## src/rtl/ram_arbiter.sv

```systemverilog
// Two-port arbiter/sequencer in front of the 128 KiB data RAM: one access per grant, byte-merged stores, registered responses.
// Optional: define ARB_ROUND_ROBIN_EN to alternate grants on ties instead of fixed priority to port 0.
module ram_arbiter #(
  parameter int                     ADDRESS_WIDTH = 32,
  parameter logic [ADDRESS_WIDTH-1:0] MEM_BYTES   = ADDRESS_WIDTH'(32'h0002_0000)
) (
  input  logic                     clk,
  input  logic                     rst_n,
  input  logic                     m0_req,
  input  logic                     m0_we,
  input  logic [ADDRESS_WIDTH-1:0] m0_addr,
  input  logic [31:0]              m0_wdata,
  input  logic [3:0]               m0_be,
  output logic                     m0_gnt,
  output logic                     m0_rvalid,
  output logic [31:0]              m0_rdata,
  output logic                     m0_err,
  input  logic                     m1_req,
  input  logic                     m1_we,
  input  logic [ADDRESS_WIDTH-1:0] m1_addr,
  input  logic [31:0]              m1_wdata,
  input  logic [3:0]               m1_be,
  output logic                     m1_gnt,
  output logic                     m1_rvalid,
  output logic [31:0]              m1_rdata,
  output logic                     m1_err,
  output logic                     ram_we,
  output logic [ADDRESS_WIDTH-1:0] ram_addr,
  output logic [31:0]              ram_wdata,
  input  logic [31:0]              ram_rdata
);

  typedef enum logic {IDLE, ACCESS} state_t;

  state_t                   state;
  logic                     we_l;
  logic                     err_l;
  logic                     port_l;
  logic                     last_grant;
  logic [ADDRESS_WIDTH-3:0] addr_l;
  logic [31:0]              wdata_l;
  logic [3:0]               be_l;

  logic                     pick_m1;
  logic                     sel_we;
  logic [ADDRESS_WIDTH-1:0] sel_addr;
  logic [31:0]              sel_wdata;
  logic [3:0]               sel_be;
  logic                     sel_err;

  always_comb begin
`ifdef ARB_ROUND_ROBIN_EN
    pick_m1 = m1_req & (~m0_req | ~last_grant);
`else
    // last_grant only matters when nobody requests, where the choice is discarded anyway
    pick_m1 = ~m0_req & (m1_req | last_grant);
`endif
    sel_we    = pick_m1 ? m1_we    : m0_we;
    sel_addr  = pick_m1 ? m1_addr  : m0_addr;
    sel_wdata = pick_m1 ? m1_wdata : m0_wdata;
    sel_be    = pick_m1 ? m1_be    : m0_be;
    sel_err   = (sel_addr[1:0] != 2'b00) || (sel_addr >= MEM_BYTES);
  end

  always_ff @(posedge clk or negedge rst_n) begin
    if (!rst_n) begin
      state      <= IDLE;
      we_l       <= 1'b0;
      err_l      <= 1'b0;
      port_l     <= 1'b0;
      last_grant <= 1'b1;
      addr_l     <= '0;
      wdata_l    <= '0;
      be_l       <= '0;
      m0_gnt     <= 1'b0;
      m1_gnt     <= 1'b0;
      m0_rvalid  <= 1'b0;
      m1_rvalid  <= 1'b0;
      m0_rdata   <= '0;
      m1_rdata   <= '0;
      m0_err     <= 1'b0;
      m1_err     <= 1'b0;
    end else begin
      m0_rvalid <= 1'b0;
      m1_rvalid <= 1'b0;
      case (state)
        IDLE: begin
          if (m0_req || m1_req) begin
            state      <= ACCESS;
            we_l       <= sel_we;
            addr_l     <= sel_addr[ADDRESS_WIDTH-1:2];
            wdata_l    <= sel_wdata;
            be_l       <= sel_be;
            err_l      <= sel_err;
            port_l     <= pick_m1;
            last_grant <= pick_m1;
            m0_gnt     <= ~pick_m1;
            m1_gnt     <= pick_m1;
          end
        end
        ACCESS: begin
          state  <= IDLE;
          m0_gnt <= 1'b0;
          m1_gnt <= 1'b0;
          // Writes also return the pre-write word seen during the access
          if (port_l) begin
            m1_rvalid <= 1'b1;
            m1_rdata  <= err_l ? 32'h0 : ram_rdata;
            m1_err    <= err_l;
          end else begin
            m0_rvalid <= 1'b1;
            m0_rdata  <= err_l ? 32'h0 : ram_rdata;
            m0_err    <= err_l;
          end
        end
        default: state <= IDLE;
      endcase
    end
  end

  always_comb begin
    ram_we    = 1'b0;
    ram_addr  = '0;
    ram_wdata = '0;
    if (state == ACCESS) begin
      ram_we   = we_l & ~err_l & (be_l != 4'b0000);
      ram_addr = {addr_l, 2'b00};
      // Read-modify-write in one cycle via the combinational RAM read port
      for (int k = 0; k < 4; k++) begin
        ram_wdata[8*k +: 8] = be_l[k] ? wdata_l[8*k +: 8] : ram_rdata[8*k +: 8];
      end
    end
  end

endmodule

```

## config.mk

```make
export PLATFORM = sky130hd
export DESIGN_NAME = ram_arbiter
export DESIGN_NICKNAME = d
export VERILOG_FILES = /design/src/rtl/ram_arbiter.sv
export SDC_FILE = /design/constraint.sdc
export NUM_CORES = 1
export LEC_CHECK = 0
export CORE_MARGIN = 2
export CORE_UTILIZATION = 45
export DETAILED_ROUTE_END_ITERATION = 6
export GPL_ROUTABILITY_DRIVEN = 0
export PLACE_DENSITY = 0.86
export SLEW_MARGIN = 20
export SYNTH_ARGS = -nofsm -noshare
export SYNTH_HDL_FRONTEND = slang
export SYNTH_SLANG_ARGS = --single-unit
```

## constraint.sdc

```tcl
create_clock -name clk -period 4.5 [get_ports clk]
set_input_delay 0.9 -clock clk [delete_from_list [all_inputs] [get_ports clk]]
set_output_delay 0.9 -clock clk [all_outputs]
set_load 0.02 [all_outputs]
```

Yosys cells after proc, flatten, opt, wreduce, memory -nomap -nowiden
Cells that the tools add are included.
{"block": "totals", "ff_bits": 141, "in_bits": 174, "output_inout_bits": 135, "wordCells": 56}
{"block": "classes", "magnitude_cmp": 1, "n_eq_ne": 1, "muxes": 22, "n_bitwise": 9, "n_reduce_logical": 7}
{"cell": "$mux 32", "n": 5}
{"cell": "$ge 32x18->1 const B", "n": 1}
{"cell": "$mux 8", "n": 4}
{"cell": "$mux 1", "n": 9}
{"cell": "$pmux 1 s2", "n": 3}
{"cell": "$reduce_and 2->1", "n": 3}
{"cell": "$not 1->1", "n": 5}
{"cell": "$mux 4", "n": 1}
{"cell": "$reduce_bool 4->1", "n": 1}
{"cell": "$and 1x1->1", "n": 3}
{"cell": "$logic_or 1x1->1", "n": 2}
{"cell": "$ne 2x2->1 const B", "n": 1}
{"cell": "$reduce_bool 2->1", "n": 1}
{"cell": "$or 1x1->1", "n": 1}

Logic depth before layout (Yosys ltp)
Gate-level depths: netlist (run 1).
{"block": "logic_depth", "ltp_word": 5, "depth_mapped": 7, "depth_no_buf": 5}

Least setup slack after synthesis (run 1)
No wires, ideal clock.
{"block": "synth_timing", "path_type": "register -> output", "startpoint": "reg be_l[2]", "endpoint": "out ram_we", "t_arrival_ns": 1.325, "required_ns": 3.600, "path_slack_ns": 2.275, "path_stages_with_launch": 4, "path_cell_list": "dfrtp_1 clkbuf_1 nor4_1 nor3_1"}
{"block": "synth_via", "elab_chain_len": 3}
{"element": "from (decl)", "line": "42", "rtl": "logic [3:0] be_l;"}
{"element": "from (signal assigned)", "line": "93", "rtl": "be_l <= sel_be;"}
{"element": "$reduce_bool 4->1", "line": "126", "rtl": "ram_we = we_l & ~err_l & (be_l != 4'b0000);"}
{"element": "$and 1x1->1", "line": "126"}
{"element": "$mux 1", "line": "125", "rtl": "if (state == ACCESS) begin"}
{"element": "to (decl)", "line": "27", "rtl": "output logic ram_we,"}
No other way between the ends.

Worst setup path after layout (run 1)
{"block": "layout_timing", "startpoint": "reg state", "endpoint": "out ram_wdata[3]"}
{"block": "layout_via", "elab_chain_len": 1}
{"element": "from (decl)", "line": "35", "rtl": "state_t state;"}
{"element": "from (signal assigned)", "line": "67", "rtl": "state <= IDLE;"}
{"element": "from (signal assigned)", "line": "89", "rtl": "state <= ACCESS;"}
{"element": "from (signal assigned)", "line": "102", "rtl": "state <= IDLE;"}
{"element": "$mux 32", "line": "125"}
{"element": "to (decl)", "line": "29", "rtl": "output logic [31:0] ram_wdata,"}
No other way between the ends.

==> flow_metrics.env, run 1 <==
export IMPL_status="finished, final reports clean"
export IMPL_syn2layout_area_growth_pct=54.7
export IMPL_ctsHoldBuffers=0
export IMPL_clock_fmax_ghz=0.295
export IMPL_syn_area_per_cell_um2=9.79
export IMPL_final_setup_tns_ns=0
export IMPL_synthCells=692
export IMPL_grt_pass1_wl_um=31200
export IMPL_vias=5846
export IMPL_worst_slew_pin_slew_ns=0.896
export IMPL_cp_top_family="buffers and inverters"
export IMPL_clock_latency_ns=0.41
export IMPL_portBuffers=306
export IMPL_die_w_um=127
export IMPL_yosysTopAreaCellShare_pct=51.7
export IMPL_cts_resized=0
export IMPL_cp_arrival_ns=2.49
export IMPL_crit_end="ram_wdata[3]"
export IMPL_synth_fa_ha_area_share_pct=0
export IMPL_io_pins=309
export IMPL_r2r_start="state"
export IMPL_synth_compound_gate_area_share_pct=10.3
export IMPL_gr_usage_all_layers_pct=25.1
export IMPL_clk_pin_slew_worst_paths_ns=0.06
export IMPL_setup_viol=0
export IMPL_cp_required_ns=3.60
export IMPL_grt_max_degree=95
export IMPL_insertedDiodeCount=0
export IMPL_core_area_um2=14600
export IMPL_ys_types=27
export IMPL_ff2ff_path_depth=4
export IMPL_synth_edff_count=0
export IMPL_yosys_area_share_simple_pct=18.0
export IMPL_cp_slowest_cell="dfrtp_2"
export IMPL_path_max_fanout=42
export IMPL_fill_cells=1090
export IMPL_synth_common_cells="dfrtp_1, nand2_1, o21ai_0"
export IMPL_viasPerCell=4.99
export IMPL_antenna_found_initial=0
export IMPL_grt_pass1_vias=5922
export IMPL_dr_pass1_iters=4
export IMPL_fin_ws_ns=1.11
export IMPL_crit_start="state"
export IMPL_synth_most_common_cell="dfrtp_1"
export IMPL_hpwl_um=14600
export IMPL_hold_violations=0
export IMPL_synth_xor_area_share_pct=0
export IMPL_drt_initial_drc_count=284
export IMPL_r2r_end="wdata_l[29]"
export IMPL_finalCritPeriodShare_pct=75.3
export IMPL_cts_tree="built"
export IMPL_cts_max_level=4
export IMPL_power_density_nw_per_um2=361
export IMPL_skew_ns=0.00484
export IMPL_worstSetupEndpointType="output pin"
export IMPL_ys_flop_type="dfrtp_1"
export IMPL_post_cts_buffers=0
export IMPL_detail_route_antenna_nets=0
export IMPL_vdd_drop_max_v=0.000271
export IMPL_worst_path_stages=3
export IMPL_rsz0062_at_grt="false"
export IMPL_drc=0
export IMPL_clockBufferDepth=2
export IMPL_max_slew_margin_pct=40.3
export IMPL_layout_drive_gt1_share_pct=5.27
export IMPL_synth_area_um2=6780
export IMPL_drv_cap=0
export IMPL_async_flop_share_pct=100
export IMPL_setup_worst_path_class="flip-flop to output pin"
export IMPL_yosysSeqAreaShare_pct=52.1
export IMPL_finalMaxSlewViolations=0
export IMPL_routed_wl_um=19900
export IMPL_layout_nets=1149
export IMPL_initial_core_util_pct=46.3
export IMPL_cts_root_buf="clkbuf_16"
export IMPL_synth_warnings=0
export IMPL_ys_seq_elements=141
export IMPL_overflow=0
export IMPL_dp_slack_ns=1.35
export IMPL_fin_crit_ns=3.39
export IMPL_cts_buffers=17
export IMPL_critPathMaxStageDelay_ns=0.82
export IMPL_netlist_top_cells_area="dfrtp_1, mux2i_1, o21ai_0"
export IMPL_synth_area_mux_share_pct=15.1
export IMPL_synth_top_family_by_area="simple AND/OR/NAND/NOR gates"
export IMPL_num_rows=44
export IMPL_chipHeight_um=127
export IMPL_crit_path_cell_trace="buf_4 > nor2b_1 > clkdlybuf4s50_1"
export IMPL_die_area_um2=16100
export IMPL_critPathLaunchType="flip-flop"
export IMPL_wire_per_inst_um=17.0
export IMPL_p_leak_nw=4.59
export IMPL_clock_sinks=141
export IMPL_cp_buffers_inverters=2
export IMPL_hp_class="flip-flop to flip-flop"
export IMPL_rrSetupSlack_ns=1.97
export IMPL_yosys_area_top_type="dfrtp_1"
[kinds of logic after synthesis]
| logic type | count (synthesis) |
|---|---|
| other | 1 |
| and+or+nand+nor | 253 |
| muxes | 102 |
| buffers and inverters | 57 |
| DFF | 141 |
| AOI/OAI and AO/OA | 138 |
[cell type report]
class | count | area [um2] | share of cell area (%)
clock buffers | 17 | 425 | 4.06
clock inverters | 14 | 148 | 1.41
inverters | 4 | 15.0 | 0.143
multi-input cells | 495 | 2970 | 28.3
flip-flops and latches | 141 | 3530 | 33.7
well taps | 184 | 230 | 2.20
repair buffers | 316 | 3160 | 30.2
[per-layer routing]
metal | track usage [%] | wire length, um | vias up
met5 | 0 | 0 | -
met4 | 10.0 | 651 | 0
met3 | 5.90 | 1190 | 41
met2 | 43.1 | 9980 | 208
met1 | 30.6 | 8070 | 2711
li1 | - | - | 2886
[registers in the layout, indices dropped and copies added, names as in the netlist, 4 cells and up]
name,count
wdata_l,32
addr_l,30
m1_rdata,32
m0_rdata,32
be_l,4
[metrics by stage]
stage | cell area (um2) | total power, mW | cells | util (%) | hold WS, ns
floorplan | 6780 | 2.00 | 693 | - | 0.442
global route | 10500 | 3.96 | 1171 | 71.6 | 0.499
finish | 10500 | 3.78 | 1171 | 71.6 | 0.470
global placement | 9910 | 2.44 | 1140 | 67.7 | 0.454
detailed placement | 9910 | 2.46 | 1140 | 67.7 | 0.463
CTS | 10500 | 3.81 | 1171 | 71.6 | 0.476
[report_power, final]
group | internal (mW) | switching, mW | total [mW]
logic | 0.465 | 0.442 | 0.907
registers | 1.40 | 0.120 | 1.52
clock network | 0.812 | 0.540 | 1.35
[cell usage in the layout (no fill, tap or decap), types with 5 or more instances in the layout]
master           instances
clkdlybuf4s50_1        305
dfrtp_1                139
nand2_1                135
o21ai_0                123
mux2i_1                100
nor2b_1                 32
nand2b_1                32
and2_1                  30
clkbuf_16               17
o21ai_1                 10
nor2_1                   8
buf_4                    8
nor4_1                   5
clkinvlp_4               5
[worst min path at each step]
stage | from | to | slack, ns | cells after the start
after floorplan | addr_l[0] | addr_l[0] | 0.44 | 2
final | addr_l[12] | addr_l[12] | 0.47 | 2
after global routing | m0_rdata[7] | m0_rdata[7] | 0.50 | 2
after detailed placement | addr_l[12] | addr_l[12] | 0.46 | 2
after global placement | addr_l[29] | addr_l[29] | 0.45 | 2
after CTS | addr_l[12] | addr_l[12] | 0.48 | 2
[worst reg2reg max path: stages, from the launching register on]
cell     delay, ns
dfrtp_2       0.82
buf_4         0.41
or2_4         0.59
buf_12        0.36
o21ai_0       0.22
Note: power is estimated with default switching activity, not from simulation.
==> run 2: changes to the inputs <==
Settings changed: CORE_UTILIZATION 45 to 38, PLACE_DENSITY 0.86 to 0.77.
Clock period 4.5 ns to 2.95 ns, I/O delays scaled along.
==> run 2 against run 1 <==
Net effect:
- first-iteration DRC count shrank 6.3%
- count of clock-buffer cells in the layout grew 2
- clock power grew 61%
- largest cell class unchanged
- highest routed layer unchanged
==> flow_metrics.env, run 2 (synthesis results as in run 1) <==
export IMPL_vdd_drop_max_v=0.000400
export IMPL_cp_arrival_ns=2.11
export IMPL_grt_max_degree=61
export IMPL_cts_root_buf="clkbuf_16"
export IMPL_rsz0062_at_grt="false"
export IMPL_hp_class="input pin to async pin"
export IMPL_portBuffers=306
export IMPL_rrSetupSlack_ns=0.92
export IMPL_worstSetupEndpointType="output pin"
export IMPL_clock_latency_ns=0.41
export IMPL_p_leak_nw=4.66
export IMPL_layout_nets=1160
export IMPL_drc=0
export IMPL_core_area_um2=17400
export IMPL_cp_slowest_cell="clkdlybuf4s50_1"
export IMPL_fin_crit_ns=2.70
export IMPL_status="finished, final reports clean"
export IMPL_max_slew_margin_pct=61.5
export IMPL_biggestRegsByFlops="m0_rdata: 32 flops, m1_rdata: 32 flops, wdata_l: 32 flops"
export IMPL_chipHeight_um=138
export IMPL_critPathLaunchType="flip-flop"
export IMPL_dr_pass1_iters=4
export IMPL_antenna_found_initial=0
export IMPL_power_density_nw_per_um2=556
export IMPL_final_cells=1224
export IMPL_finalCritPeriodShare_pct=91.4
export IMPL_path_max_fanout=23
export IMPL_r2r_end="m0_rdata[4]"
export IMPL_grt_pass1_wl_um=31400
export IMPL_skew_ns=0.00510
export IMPL_clock_fmax_ghz=0.371
export IMPL_num_rows=48
export IMPL_final_common_cell="clkdlybuf4s50_1"
export IMPL_layout_common_cells="clkdlybuf4s50_1, dfrtp_1, nand2_1"
export IMPL_dp_cells=1191
export IMPL_syn2layout_area_growth_pct=57.5
export IMPL_cp_buffers_inverters=2
export IMPL_fill_cells=1478
export IMPL_hold_violations=0
export IMPL_cts_tree="built"
export IMPL_critPathMaxStageDelay_ns=0.65
export IMPL_finalMaxSlewViolations=0
export IMPL_viasPerCell=4.90
export IMPL_vias=5998
export IMPL_clock_sinks=141
export IMPL_worst_slew_pin_slew_ns=0.577
export IMPL_insertedDiodeCount=0
export IMPL_gr_usage_all_layers_pct=22.0
export IMPL_cts_max_level=4
export IMPL_wire_per_inst_um=16.8
export IMPL_worst_path_stages=3
export IMPL_clk_pin_slew_worst_paths_ns=0.06
export IMPL_io_pins=309
export IMPL_clockBufferDepth=2
export IMPL_ff2ff_path_depth=4
export IMPL_hpwl_um=15300
export IMPL_ctsHoldBuffers=0
export IMPL_grt_pass1_vias=6109
export IMPL_crit_path_cell_trace="buf_4 > nor2b_1 > clkdlybuf4s50_1"
export IMPL_cts_buffers=17
export IMPL_overflow=0
export IMPL_drv_cap=0
export IMPL_r2r_start="state"
export IMPL_layout_drive_gt1_share_pct=6.31
export IMPL_cp_required_ns=2.36
export IMPL_die_area_um2=18900
export IMPL_initial_core_util_pct=39.0
export IMPL_routed_wl_um=20600
export IMPL_drt_initial_drc_count=266
export IMPL_cp_top_family="buffers and inverters"
export IMPL_setup_worst_path_class="flip-flop to output pin"
export IMPL_die_w_um=138
export IMPL_setup_viol=0
export IMPL_final_setup_tns_ns=0
export IMPL_detail_route_antenna_nets=0
## run 2: area by class of cell
cell class,instances,area (um2),area share (%)
inverters,4,15.0,0.141
multi-input cells,495,2970,27.8
well taps,225,282,2.64
clock inverters,13,165,1.55
repair buffers,327,3270,30.6
clock buffers,19,443,4.15
flip-flops and latches,141,3530,33.1
## run 2: through the flow
step / hold WS (ns) / instance area (um2) / power [mW] / setup slack, ns / util (%)
after floorplan: 0.294 / 6780 / 3.05 / 1.03 / -
after global placement: 0.453 / 10000 / 3.76 / 0.351 / 57.9
after detailed placement: 0.464 / 10000 / 3.79 / 0.367 / 57.9
after CTS: 0.151 / 10700 / 5.99 / 0.0578 / 61.4
after global routing: 0.166 / 10700 / 6.23 / 0.151 / 61.5
final: 0.143 / 10700 / 5.94 / 0.254 / 61.5
## run 2: worst max path at each step
stage | start | endpoint | slack (ns)
2_1_floorplan | be_l[2] | ram_we | 1.03
3_3_place_gp | state | ram_wdata[14] | 0.35
3_5_place_dp | state | ram_wdata[15] | 0.37
5_1_grt | state | ram_wdata[26] | 0.15
4_1_cts | state | ram_wdata[26] | 0.06
6_report | state | ram_wdata[26] | 0.25
## run 2: repair_timing
item                                    in CTS  in global routing
pin swaps                                    0                  0
endpoints found under the setup margin      25                  5
resized for setup                            1                  0
setup buffers                                0                  1
## run 2: where the power goes
part           total [mW]  internal [mW]  switching [mW]  leakage [nW]
clock network        2.18           1.36           0.829         0.286
registers            2.27           2.14           0.124          1.82
logic                1.49          0.738           0.749          2.55
total                5.94           4.24            1.70          4.66
## run 2: worst register-to-register path: stages, from the launching register on
cell	delay [ns]
dfrtp_4	0.60
buf_4	0.24
nand2b_2	0.44
buf_4	0.44
o21ai_0	0.17
## run 2: metal layers
layer	GRT usage, %	part of all wire (%)	up-vias
met3	6.62	7.9	39
met2	38.5	50	224
li1	-	-	2910
met4	9.05	2.5	0
met5	0	0	-
met1	24.9	39	2825
